`src/rtl/dct_pkg.sv`:
```
// Shared constants for the zig-zag quantizer: scan order, JPEG luminance reciprocals,
// default widths, FSM state type and the output saturation helper.
package dct_pkg;

    localparam int unsigned DCT_COEF_W  = 16;
    localparam int unsigned DCT_OUT_W   = 12;
    localparam int unsigned DCT_RECIP_W = 16;
    localparam int unsigned DCT_FIFO_D  = 4;

    // Wide enough for the signed coef x unsigned recip product plus rounding headroom
    localparam int unsigned SAT_W = 48;

    typedef enum logic [1:0] {
        ST_IDLE,
        ST_FETCH,
        ST_DRAIN,
        ST_DONE
    } zz_state_t;

    localparam logic [5:0] ZZ_ORDER [64] = '{
        6'd0,  6'd1,  6'd8,  6'd16, 6'd9,  6'd2,  6'd3,  6'd10,
        6'd17, 6'd24, 6'd32, 6'd25, 6'd18, 6'd11, 6'd4,  6'd5,
        6'd12, 6'd19, 6'd26, 6'd33, 6'd40, 6'd48, 6'd41, 6'd34,
        6'd27, 6'd20, 6'd13, 6'd6,  6'd7,  6'd14, 6'd21, 6'd28,
        6'd35, 6'd42, 6'd49, 6'd56, 6'd57, 6'd50, 6'd43, 6'd36,
        6'd29, 6'd22, 6'd15, 6'd23, 6'd30, 6'd37, 6'd44, 6'd51,
        6'd58, 6'd59, 6'd52, 6'd45, 6'd38, 6'd31, 6'd39, 6'd46,
        6'd53, 6'd60, 6'd61, 6'd54, 6'd47, 6'd55, 6'd62, 6'd63
    };

    // round(65536/Q) for the Annex K luminance table, row-major by RAM address
    localparam logic [15:0] QTAB_RECIP [64] = '{
        16'd4096, 16'd5958, 16'd6554, 16'd4096, 16'd2731, 16'd1638, 16'd1285, 16'd1074,
        16'd5461, 16'd5461, 16'd4681, 16'd3449, 16'd2521, 16'd1130, 16'd1092, 16'd1192,
        16'd4681, 16'd5041, 16'd4096, 16'd2731, 16'd1638, 16'd1150, 16'd950,  16'd1170,
        16'd4681, 16'd3855, 16'd2979, 16'd2260, 16'd1285, 16'd753,  16'd819,  16'd1057,
        16'd3641, 16'd2979, 16'd1771, 16'd1170, 16'd964,  16'd601,  16'd636,  16'd851,
        16'd2731, 16'd1872, 16'd1192, 16'd1024, 16'd809,  16'd630,  16'd580,  16'd712,
        16'd1337, 16'd1024, 16'd840,  16'd753,  16'd636,  16'd542,  16'd546,  16'd649,
        16'd910,  16'd712,  16'd690,  16'd669,  16'd585,  16'd655,  16'd636,  16'd662
    };

    function automatic logic signed [SAT_W-1:0] sat(input logic signed [SAT_W-1:0] x,
                                                    input int unsigned out_w);
        logic signed [SAT_W-1:0] hi;
        logic signed [SAT_W-1:0] lo;
        hi = (SAT_W'(1) <<< (out_w - 1)) - SAT_W'(1);
        lo = ~hi;
        if (x > hi)      return hi;
        else if (x < lo) return lo;
        return x;
    endfunction

endpackage

```
`src/rtl/dct_out_fifo.sv`:
```
// First-word-fall-through synchronous FIFO carrying {last, idx, data} beats;
// rdata reads as zero while empty so downstream ports idle at 0.
module dct_out_fifo #(
    parameter int unsigned WIDTH = 19,
    parameter int unsigned DEPTH = 4
) (
    input  logic                     clk,
    input  logic                     rst_n,
    input  logic                     push,
    input  logic [WIDTH-1:0]         wdata,
    input  logic                     pop,
    output logic [WIDTH-1:0]         rdata,
    output logic [$clog2(DEPTH):0]   count,
    output logic                     empty
);
    localparam int unsigned AW = $clog2(DEPTH);

    logic [WIDTH-1:0] mem [DEPTH];
    logic [AW-1:0]    wr_ptr;
    logic [AW-1:0]    rd_ptr;
    logic             full;
    logic             push_ok;
    logic             pop_ok;

    assign empty   = (count == '0);
    assign full    = (count == ($clog2(DEPTH) + 1)'(DEPTH));
    assign push_ok = push && !full;
    assign pop_ok  = pop && !empty;
    assign rdata   = empty ? '0 : mem[rd_ptr];

    always_ff @(posedge clk) begin
        if (push_ok) mem[wr_ptr] <= wdata;
    end

    always_ff @(posedge clk or negedge rst_n) begin
        if (!rst_n) begin
            wr_ptr <= '0;
            rd_ptr <= '0;
            count  <= '0;
        end else begin
            if (push_ok) wr_ptr <= wr_ptr + AW'(1);
            if (pop_ok)  rd_ptr <= rd_ptr + AW'(1);
            case ({push_ok, pop_ok})
                2'b10:   count <= count + 1'b1;
                2'b01:   count <= count - 1'b1;
                default: count <= count;
            endcase
        end
    end

endmodule

```
`src/rtl/dct_zigzag_quantizer.sv`:
```
// Reads one 8x8 coefficient block in zig-zag order, quantizes each coefficient by
// reciprocal multiply with round-half-up and saturation, and streams beats out.
module dct_zigzag_quantizer
    import dct_pkg::*;
#(
    parameter int unsigned COEF_W  = DCT_COEF_W,
    parameter int unsigned OUT_W   = DCT_OUT_W,
    parameter int unsigned RECIP_W = DCT_RECIP_W,
    parameter int unsigned FIFO_D  = DCT_FIFO_D
) (
    input  logic              clk,
    input  logic              rst_n,
    input  logic              start,
    input  logic              bypass,
    output logic              busy,
    output logic              done,
    output logic              rd_en,
    output logic [5:0]        rd_addr,
    input  logic [COEF_W-1:0] rd_data,
    output logic              out_valid,
    input  logic              out_ready,
    output logic [OUT_W-1:0]  out_data,
    output logic [5:0]        out_idx,
    output logic              out_last
);
    localparam int unsigned CNT_W = $clog2(FIFO_D) + 1;
    localparam int unsigned ENT_W = OUT_W + 7;
    localparam logic signed [SAT_W-1:0] HALF = SAT_W'(1) <<< (RECIP_W - 1);

    zz_state_t state, state_nx;

    logic [5:0]          rd_cnt;
    logic                bypass_q;
    logic                s1_valid;
    logic [5:0]          s1_idx;
    logic [RECIP_W-1:0]  s1_recip;
    logic                s2_valid;
    logic [5:0]          s2_idx;
    logic [OUT_W-1:0]    s2_data;

    logic [CNT_W-1:0]    fifo_count;
    logic                fifo_empty;
    logic [ENT_W-1:0]    fifo_rdata;
    logic                pop;
    logic [CNT_W:0]      occupancy;
    logic                credit_ok;

    logic signed [SAT_W-1:0] coef_x;
    logic signed [SAT_W-1:0] recip_x;
    logic signed [SAT_W-1:0] prod;
    logic signed [SAT_W-1:0] rounded;
    logic signed [SAT_W-1:0] pre_sat;
    logic [OUT_W-1:0]        q_data;

    // Reads in the two pipe stages already own a FIFO slot, so the FIFO can never overflow
    assign occupancy = (CNT_W + 1)'(fifo_count) + (CNT_W + 1)'(s1_valid) + (CNT_W + 1)'(s2_valid);
    assign credit_ok = occupancy < (CNT_W + 1)'(FIFO_D);

    assign busy      = (state != ST_IDLE);
    assign done      = (state == ST_DONE);
    assign rd_addr   = rd_en ? ZZ_ORDER[rd_cnt] : '0;
    assign out_valid = !fifo_empty;
    assign pop       = out_valid && out_ready;
    assign out_data  = fifo_rdata[OUT_W-1:0];
    assign out_idx   = fifo_rdata[OUT_W+5:OUT_W];
    assign out_last  = fifo_rdata[ENT_W-1];

    always_comb begin
        state_nx = state;
        rd_en    = 1'b0;
        case (state)
            ST_IDLE:  if (start) state_nx = ST_FETCH;
            ST_FETCH: begin
                rd_en = credit_ok;
                if (credit_ok && rd_cnt == 6'd63) state_nx = ST_DRAIN;
            end
            ST_DRAIN: if (pop && out_last) state_nx = ST_DONE;
            ST_DONE:  state_nx = ST_IDLE;
            default:  state_nx = ST_IDLE;
        endcase
    end

    // rd_data is valid in the cycle after rd_en, aligned with s1_recip
    always_comb begin
        coef_x  = SAT_W'($signed(rd_data));
        recip_x = SAT_W'(s1_recip);
        prod    = coef_x * recip_x;
        rounded = (prod + HALF) >>> RECIP_W;
        pre_sat = bypass_q ? coef_x : rounded;
        q_data  = OUT_W'(sat(pre_sat, OUT_W));
    end

    always_ff @(posedge clk or negedge rst_n) begin
        if (!rst_n) begin
            state    <= ST_IDLE;
            rd_cnt   <= '0;
            bypass_q <= 1'b0;
            s1_valid <= 1'b0;
            s1_idx   <= '0;
            s1_recip <= '0;
            s2_valid <= 1'b0;
            s2_idx   <= '0;
            s2_data  <= '0;
        end else begin
            state <= state_nx;
            if (state == ST_IDLE && start) begin
                rd_cnt   <= '0;
                bypass_q <= bypass;
            end else if (rd_en) begin
                rd_cnt <= rd_cnt + 6'd1;
            end
            s1_valid <= rd_en;
            s1_idx   <= rd_cnt;
            s1_recip <= RECIP_W'(QTAB_RECIP[rd_addr]);
            s2_valid <= s1_valid;
            s2_idx   <= s1_idx;
            s2_data  <= q_data;
        end
    end

    dct_out_fifo #(
        .WIDTH (ENT_W),
        .DEPTH (FIFO_D)
    ) u_fifo (
        .clk   (clk),
        .rst_n (rst_n),
        .push  (s2_valid),
        .wdata ({(s2_idx == 6'd63), s2_idx, s2_data}),
        .pop   (pop),
        .rdata (fifo_rdata),
        .count (fifo_count),
        .empty (fifo_empty)
    );

endmodule

```
`config.mk`:
```
export PLATFORM = sky130hd
export DESIGN_NAME = dct_zigzag_quantizer
export DESIGN_NICKNAME = d
export VERILOG_FILES = /design/src/rtl/dct_pkg.sv /design/src/rtl/dct_out_fifo.sv /design/src/rtl/dct_zigzag_quantizer.sv
export SDC_FILE = /design/constraint.sdc
export NUM_CORES = 1
export LEC_CHECK = 0
export ABC_AREA = 1
export CAP_MARGIN = 10
export CORE_UTILIZATION = 40
export CTS_BUF_LIST = sky130_fd_sc_hd__clkbuf_4 sky130_fd_sc_hd__clkbuf_8 sky130_fd_sc_hd__clkbuf_16
export DETAILED_ROUTE_END_ITERATION = 10
export DONT_BUFFER_PORTS = 1
export GPL_ROUTABILITY_DRIVEN = 0
export SYNTH_ARGS = -nofsm -noshare
export SYNTH_HDL_FRONTEND = slang
export SYNTH_HIERARCHICAL = 1
export SYNTH_SLANG_ARGS = --single-unit
```
`constraint.sdc`:
```
create_clock -name clk -period 5.86 [get_ports clk]
set_input_delay 1.172 -clock clk [delete_from_list [all_inputs] [get_ports clk]]
set_output_delay 1.172 -clock clk [all_outputs]
set_load 0.05 [all_outputs]
```
==> results of run 1 <==
-- area by class of cell --
class	count	area share (%)
diodes	1	0.0141
clock buffers	17	2.40
clock inverters	15	0.820
inverters	485	10.4
multi-input cells	1325	57.7
flip-flops and latches	131	20.7
well taps	511	3.61
repair buffers	90	4.43
-- routing by layer --
layer / wire, um / vias to the layer above / part of all wire [%] / track usage, %
met5: 0 / - / 0 / 0
met4: 937 / 0 / 2.4 / 6.52
met3: 1800 / 59 / 4.5 / 2.29
met2: 19900 / 328 / 50 / 36.5
met1: 17000 / 6158 / 43 / 26.7
li1: - / 6198 / - / -
-- registers in the layout, indices dropped and copies added (netlist names) --
name / cells
s1_valid: 1
u_fifo/count: 3
u_fifo/rd_ptr: 2
s2_idx: 6
rd_cnt: 6
bypass_q: 1
s1_recip: 13
s1_idx: 6
s2_data: 12
u_fifo/mem: 76
u_fifo/wr_ptr: 2
s2_valid: 1
state: 2
-- Yosys cell counts (2+ instances only) --
master | count | area, sq um
nand2_1 | 549 | 2060
inv_1 | 474 | 1780
ha_1 | 161 | 2010
fa_1 | 152 | 3040
nand3_1 | 111 | 556
nor2_1 | 94 | 353
a21oi_1 | 81 | 405
edfxtp_1 | 76 | 2280
dfrtp_1 | 55 | 1380
o21ai_0 | 54 | 270
clkbuf_1 | 41 | 154
o211ai_1 | 21 | 158
buf_2 | 12 | 60.1
buf_6 | 12 | 135
buf_4 | 10 | 75.1
nor3_1 | 9 | 45.0
inv_2 | 8 | 30.0
or2_2 | 8 | 50.1
nand2_2 | 7 | 43.8
nor2_2 | 7 | 43.8
o21ai_1 | 7 | 35.0
xnor2_1 | 7 | 61.3
a31oi_1 | 6 | 37.5
xor2_1 | 6 | 52.6
nand4_1 | 5 | 31.3
o22ai_1 | 5 | 31.3
nor2_4 | 4 | 45.0
nor4_1 | 4 | 25.0
o21bai_1 | 4 | 30.0
a22oi_1 | 3 | 22.5
o2111ai_1 | 3 | 26.3
a211oi_1 | 2 | 15.0
inv_4 | 2 | 12.5
o21a_1 | 2 | 15.0
or2_1 | 2 | 12.5
-- final timing paths --
path / startpoint / end / slack, ns
hold / removal: s1_idx[4] / s2_idx[4] / 0.35
setup / recovery: rd_data[4] / s2_data[8] / -0.1
hold reg to reg: s1_idx[4] / s2_idx[4] / 0.35
min in group asynchronous: rst_n / u_fifo/count[0] / 0.46
setup reg to reg: s1_recip[5] / s2_data[8] / 0
max in group asynchronous: rst_n / s2_data[9] / 5.29
-- critical path: stages --
cell and delay [ns]:
nand2_8 0.05, inv_4 0.03, fa_1 0.53, inv_1 0.05, fa_1 0.46, fa_2 0.55
inv_2 0.04, fa_1 0.51, fa_1 0.51, inv_1 0.05, fa_1 0.51, inv_2 0.05
ha_4 0.26, a21oi_4 0.14, o21ai_0 0.09, a21oi_1 0.16, nand2_2 0.09, buf_4 0.14
nand2_2 0.07, nand2_1 0.05, nand2_1 0.08, nand3_2 0.09, a21oi_2 0.17, nand4_1 0.11
nand2_2 0.10, buf_12 0.13, nand2_1 0.05
-- repair_timing --
action | in CTS | in global routing
pin swaps | 62 | 51
gates resized for setup | 51 | 60
cloned | 1 | 0
setup buffers | 8 | 1
setup endpoints to repair | 11 | 12
hold buffers | 0 | 0
-- cell families after synthesis --
logic type / share of synthesized area, %
and+or+nand+nor: 21.3
buffers and inverters: 14.6
adders and majority gates: 32.7
AOI/OAI and AO/OA: 7.08
DFF: 23.6
xor gates and xnor gates: 0.736
-- per-stage QoR --
stage | TNS (ns) | hold WS [ns] | instance area, sq um | instances
final | -1.01 | 0.347 | 17700 | 2575
after global routing | -3.42 | 0.351 | 17700 | 2575
after CTS | -0.643 | 0.350 | 17500 | 2573
after detailed placement | -7.49 | 0.336 | 16600 | 2532
after global placement | -6.69 | 0.334 | 16600 | 2532
after floorplan | -3.86 | 0.331 | 15700 | 2016
==> metrics.yaml, run 1 <==
arrival_ns: 6.25
worstSetupPathType: "in2reg"
drt_pass1_iterations: 5
yosysUniqueCellTypes: 47
core_sq_um: 37800
slew_headroom_pct: 21.4
cts_buffers: 17
drc: 0
hold_path.class: "reg2reg"
nNetsFinal: 2384
cts-root-buf: "clkbuf_16"
fp.dieW_um: 199
cts_sinks: 131
min_period_ns: 5.96
synth.avg_cell_area_sq_um: 7.68
overflow: 0
dr_total_vias: 12743
grt_max_degree: 56
cts_max_level: 4
placement.io_buffers: 0
ys_seq_elements: 131
synth_edf_count: 76
ys_seq_area_share_pct: 23.6
clk_latency_ns: 0.42
die_area_sq_um: 39500
clock.fmax_ghz: 0.168
final-seq-area_sq_um: 3660
rsz0062_at_grt: "true"
setup_viol: 11
clk_pin_slew_ns: 0.06
cp.required_ns: 6.16
violations: "setup timing"
vias_per_cell: 4.95
syn_area_sq_um: 15500
start_util_pct: 40.9
num_rows: 71
grtUsageTotal_pct: 20.8
startpoint_type: "input port"
postLayoutCoreUtil_pct: 46.7
antenna_found_initial: 1
area_growth_pct: 14.3
ys_warn_count: 6
synth_nets: 2350
die_h_um: 199
fin_skew_ns: 0.0163
whs_path_depth: 0
cts_buffer_depth: 2
fill_cells: 3683
endpoint_kind: "register"
multi_input_area_sq_um: 10200
mostFrequentLayoutCells: "nand2_1 (518), inv_1 (464), fa_1 (147)"
place_ws_ns: -0.661
timing.max_cap.violations: 0
layout_commonest_cell: "nand2_1"
post_drt_wl_per_cell_um: 15.4
crit_fanout: 14
tightest_slew_ns: 1.18
grt_pass1_wl_mm: 64.9
slew_violations: 0
period_share_pct: 102
reg2reg_depth: 28
grt_pass1_vias: 12807
synth_ff_type: "edfxtp_1"
drive_above_1_share_pct: 13.4
hold_viol: 0
synthCells: 2016
drt_wl_total_mm: 39.7
ios: 50
tritoncts: "built"
status: "finished with violations"
drt_iter0_drc: 657
antenna_left: 0
fin_ws_ns: -0.0973
hpwl_mm: 30.3
synthArstFlopShare_pct: 42.0
Power of run 1 is not shown: default switching activity piles up to over one toggle a cycle in this logic, so the estimate is an artifact.
==> inputs of run 2 (changes only) <==
--- a/config.mk
+++ b/config.mk
@@ -8,9 +8,11 @@
 export ABC_AREA = 1
 export CAP_MARGIN = 10
+export CELL_PAD_IN_SITES_DETAIL_PLACEMENT = 1
+export CELL_PAD_IN_SITES_GLOBAL_PLACEMENT = 1
 export CORE_UTILIZATION = 40
-export CTS_BUF_LIST = sky130_fd_sc_hd__clkbuf_4 sky130_fd_sc_hd__clkbuf_8 sky130_fd_sc_hd__clkbuf_16
 export DETAILED_ROUTE_END_ITERATION = 10
 export DONT_BUFFER_PORTS = 1
 export GPL_ROUTABILITY_DRIVEN = 0
+export PLACE_DENSITY_LB_ADDON = 0.1
 export SYNTH_ARGS = -nofsm -noshare
 export SYNTH_HDL_FRONTEND = slang
==> constraint.sdc (replaced) <==
create_clock -name clk -period 5.86 [get_ports clk]
set_input_delay 1.758 -clock clk [delete_from_list [all_inputs] [get_ports clk]]
set_output_delay 1.758 -clock clk [all_outputs]
set_load 0.05 [all_outputs]
==> run 2 against run 1 <==
  * The flow still finishes with violations (setup timing)
  * Maximum frequency down 10%
  * Sequential share of layout area down 0.72 points
  * Register-to-register slack worse by 0.11 ns
  * Highest routed layer unchanged
==> metrics.yaml, run 2 (same netlist as run 1, synthesis figures left out) <==
violations: "setup timing"  # unchanged
grtUsageTotal_pct: 24.1  # was 20.8%
arrival_ns: 6.96  # was 6.25 ns
layout_commonest_cell: "nand2_1"  # unchanged
grt_max_degree: 56  # unchanged
crit_slowest_cell: "fa_1"  # was fa_2
top_regs: "u_fifo/mem (76), s1_recip (13), s2_data (12)"  # unchanged
clock.fmax_ghz: 0.150  # was 0.168 GHz
cp.required_ns: 6.16  # about the same
met3_usage_pct: 2.64  # was 2.29%
worstSetupPathType: "in2reg"  # unchanged
drt_pass1_iterations: 4  # was 5
nNetsFinal: 2414  # was 2384
drive_above_1_share_pct: 17.1  # was 13.4%
drt_iter0_drc: 471  # was 657
setup_viol: 12  # was 11
die_h_um: 199  # unchanged
hold_viol: 0  # unchanged
die_area_sq_um: 39500  # unchanged
cts_buffers: 17  # unchanged
ios: 50  # unchanged
antenna_found_initial: 2  # was 1
cts_max_level: 4  # unchanged
timing.max_cap.violations: 0  # unchanged
mostFrequentLayoutCells: "nand2_1 (502), inv_1 (447), fa_1 (144)"  # was nand2_1 (518), inv_1 (464), fa_1 (147)
grt_pass1_wl_mm: 73.5  # was 64.9 mm
largest_reg_flops: 76  # unchanged
area_growth_pct: 18.4  # was 14.3%
stdcell_count: 2604  # was 2575
crit_fanout: 5  # was 14
drt_wl_total_mm: 45.8  # was 39.7 mm
dp_cells: 2556  # was 2532
cts_buffer_depth: 2  # unchanged
status: "finished with violations"  # unchanged
period_share_pct: 114  # was 102%
fin_skew_ns: 0.0110  # was 0.0163 ns
clk_latency_ns: 0.42  # about the same
clk_pin_slew_ns: 0.06  # about the same
min_period_ns: 6.65  # was 5.96 ns
hold_path.class: "reg2reg"  # unchanged
endpoint_kind: "register"  # unchanged
tightest_slew_ns: 1.17  # was 1.18 ns
fin_ws_ns: -0.795  # was -0.0973 ns
fp.dieW_um: 199  # unchanged
cts_sinks: 131  # unchanged
start_util_pct: 40.9  # unchanged
num_rows: 71  # unchanged
met2_usage_pct: 41.5  # was 36.5%
rsz0062_at_grt: "true"  # unchanged
grt.busiest_layer: "met2"  # unchanged
cts-root-buf: "clkbuf_16"  # unchanged
overflow: 0  # unchanged
post_drt_wl_per_cell_um: 17.6  # was 15.4 um
grt_pass1_vias: 13693  # was 12.8k
hpwl_mm: 34.9  # was 30.3 mm
tritoncts: "built"  # unchanged
slew_headroom_pct: 21.7  # was 21.4%
crit_top_cell: "nand2_1"  # was fa_1
dr_total_vias: 12921  # was 12.7k
slew_violations: 0  # unchanged
antenna_left: 0  # unchanged
core_sq_um: 37800  # unchanged
top_register: "u_fifo/mem"  # unchanged
critPathMaxStageDelay_ns: 0.54  # was 0.55 ns
placement.io_buffers: 0  # unchanged
use_met1_pct: 32.7  # was 26.7%
drc: 0  # unchanged
startpoint_type: "input port"  # unchanged
vias_per_cell: 4.96  # was 4.95
run 2: cell count changes in the layout (fill, tap and decap cells not counted), sizes merged:
cell	delta
clkbuf	+1
clkinv	+5
bufinv	+2
clkinvlp	-3
inv	-5
buf	+29
run 2: critical path, delay by kind of cell:
| family | cells | cell delay, ns |
|---|---|---|
| compound gates | 2 | 0.42 |
| buf+inv | 7 | 0.92 |
| simple gates | 10 | 1.12 |
| fa+ha+maj | 7 | 2.72 |
run 2: layer usage:
metal / up-vias / part of all wire (%)
met4: 0 / 0.93
li1: 6254 / -
met5: - / 0
met3: 31 / 2.8
met1: 6463 / 46
met2: 173 / 50
run 2: repair_timing:
item | 4_1_cts | 5_1_grt
hold buffers | 0 | 0
pin swaps | 60 | 96
cloned | 1 | 1
resized for setup | 103 | 95
setup endpoints to repair | 12 | 12
setup buffers | 5 | 9
hold endpoints to repair | 0 | 0
run 2: path summary, 6_finish.rpt:
| kind | from | end | slack [ns] | cells after the start |
|---|---|---|---|---|
| min reg2reg | s1_idx[2] | s2_idx[2] | 0.35 | 0 |
| min in group asynchronous | rst_n | s1_recip[10] | 1.04 | 0 |
| max | rd_data[15] | s2_data[8] | -0.79 | 26 |
| max in group asynchronous | rst_n | s2_idx[0] | 4.66 | 0 |
| min | s1_idx[2] | s2_idx[2] | 0.35 | 0 |
| max reg2reg | s1_recip[2] | s2_data[8] | -0.11 | 27 |
run 2: final cells by class:
class                           count  area, sq um
Clock buffer                       17          425
Clock inverter                     14          163
Antenna cell                        1         2.50
Tap cell                          511          639
Fill cell                        4642        19500
Sequential cell                   131         3660
Inverter                          485         1830
Multi-Input combinational cell   1325        10500
Timing Repair Buffer              120         1110
run 2: through the flow:
| stage | util [%] | setup TNS, ns | hold WS (ns) | area [sq um] | setup slack, ns |
|---|---|---|---|---|---|
| floorplan | - | -10.90 | 0.331 | 15700 | -0.942 |
| finish | 48.4 | -9.13 | 0.347 | 18300 | -0.795 |
| CTS | 47.3 | -8.26 | 0.350 | 17900 | -0.713 |
| detailed placement | 44.3 | -15.83 | 0.337 | 16800 | -1.37 |
| global route | 48.4 | -11.34 | 0.357 | 18300 | -0.988 |
| global placement | 44.3 | -15.45 | 0.332 | 16800 | -1.33 |
Power of run 2 is left out for the same reason.
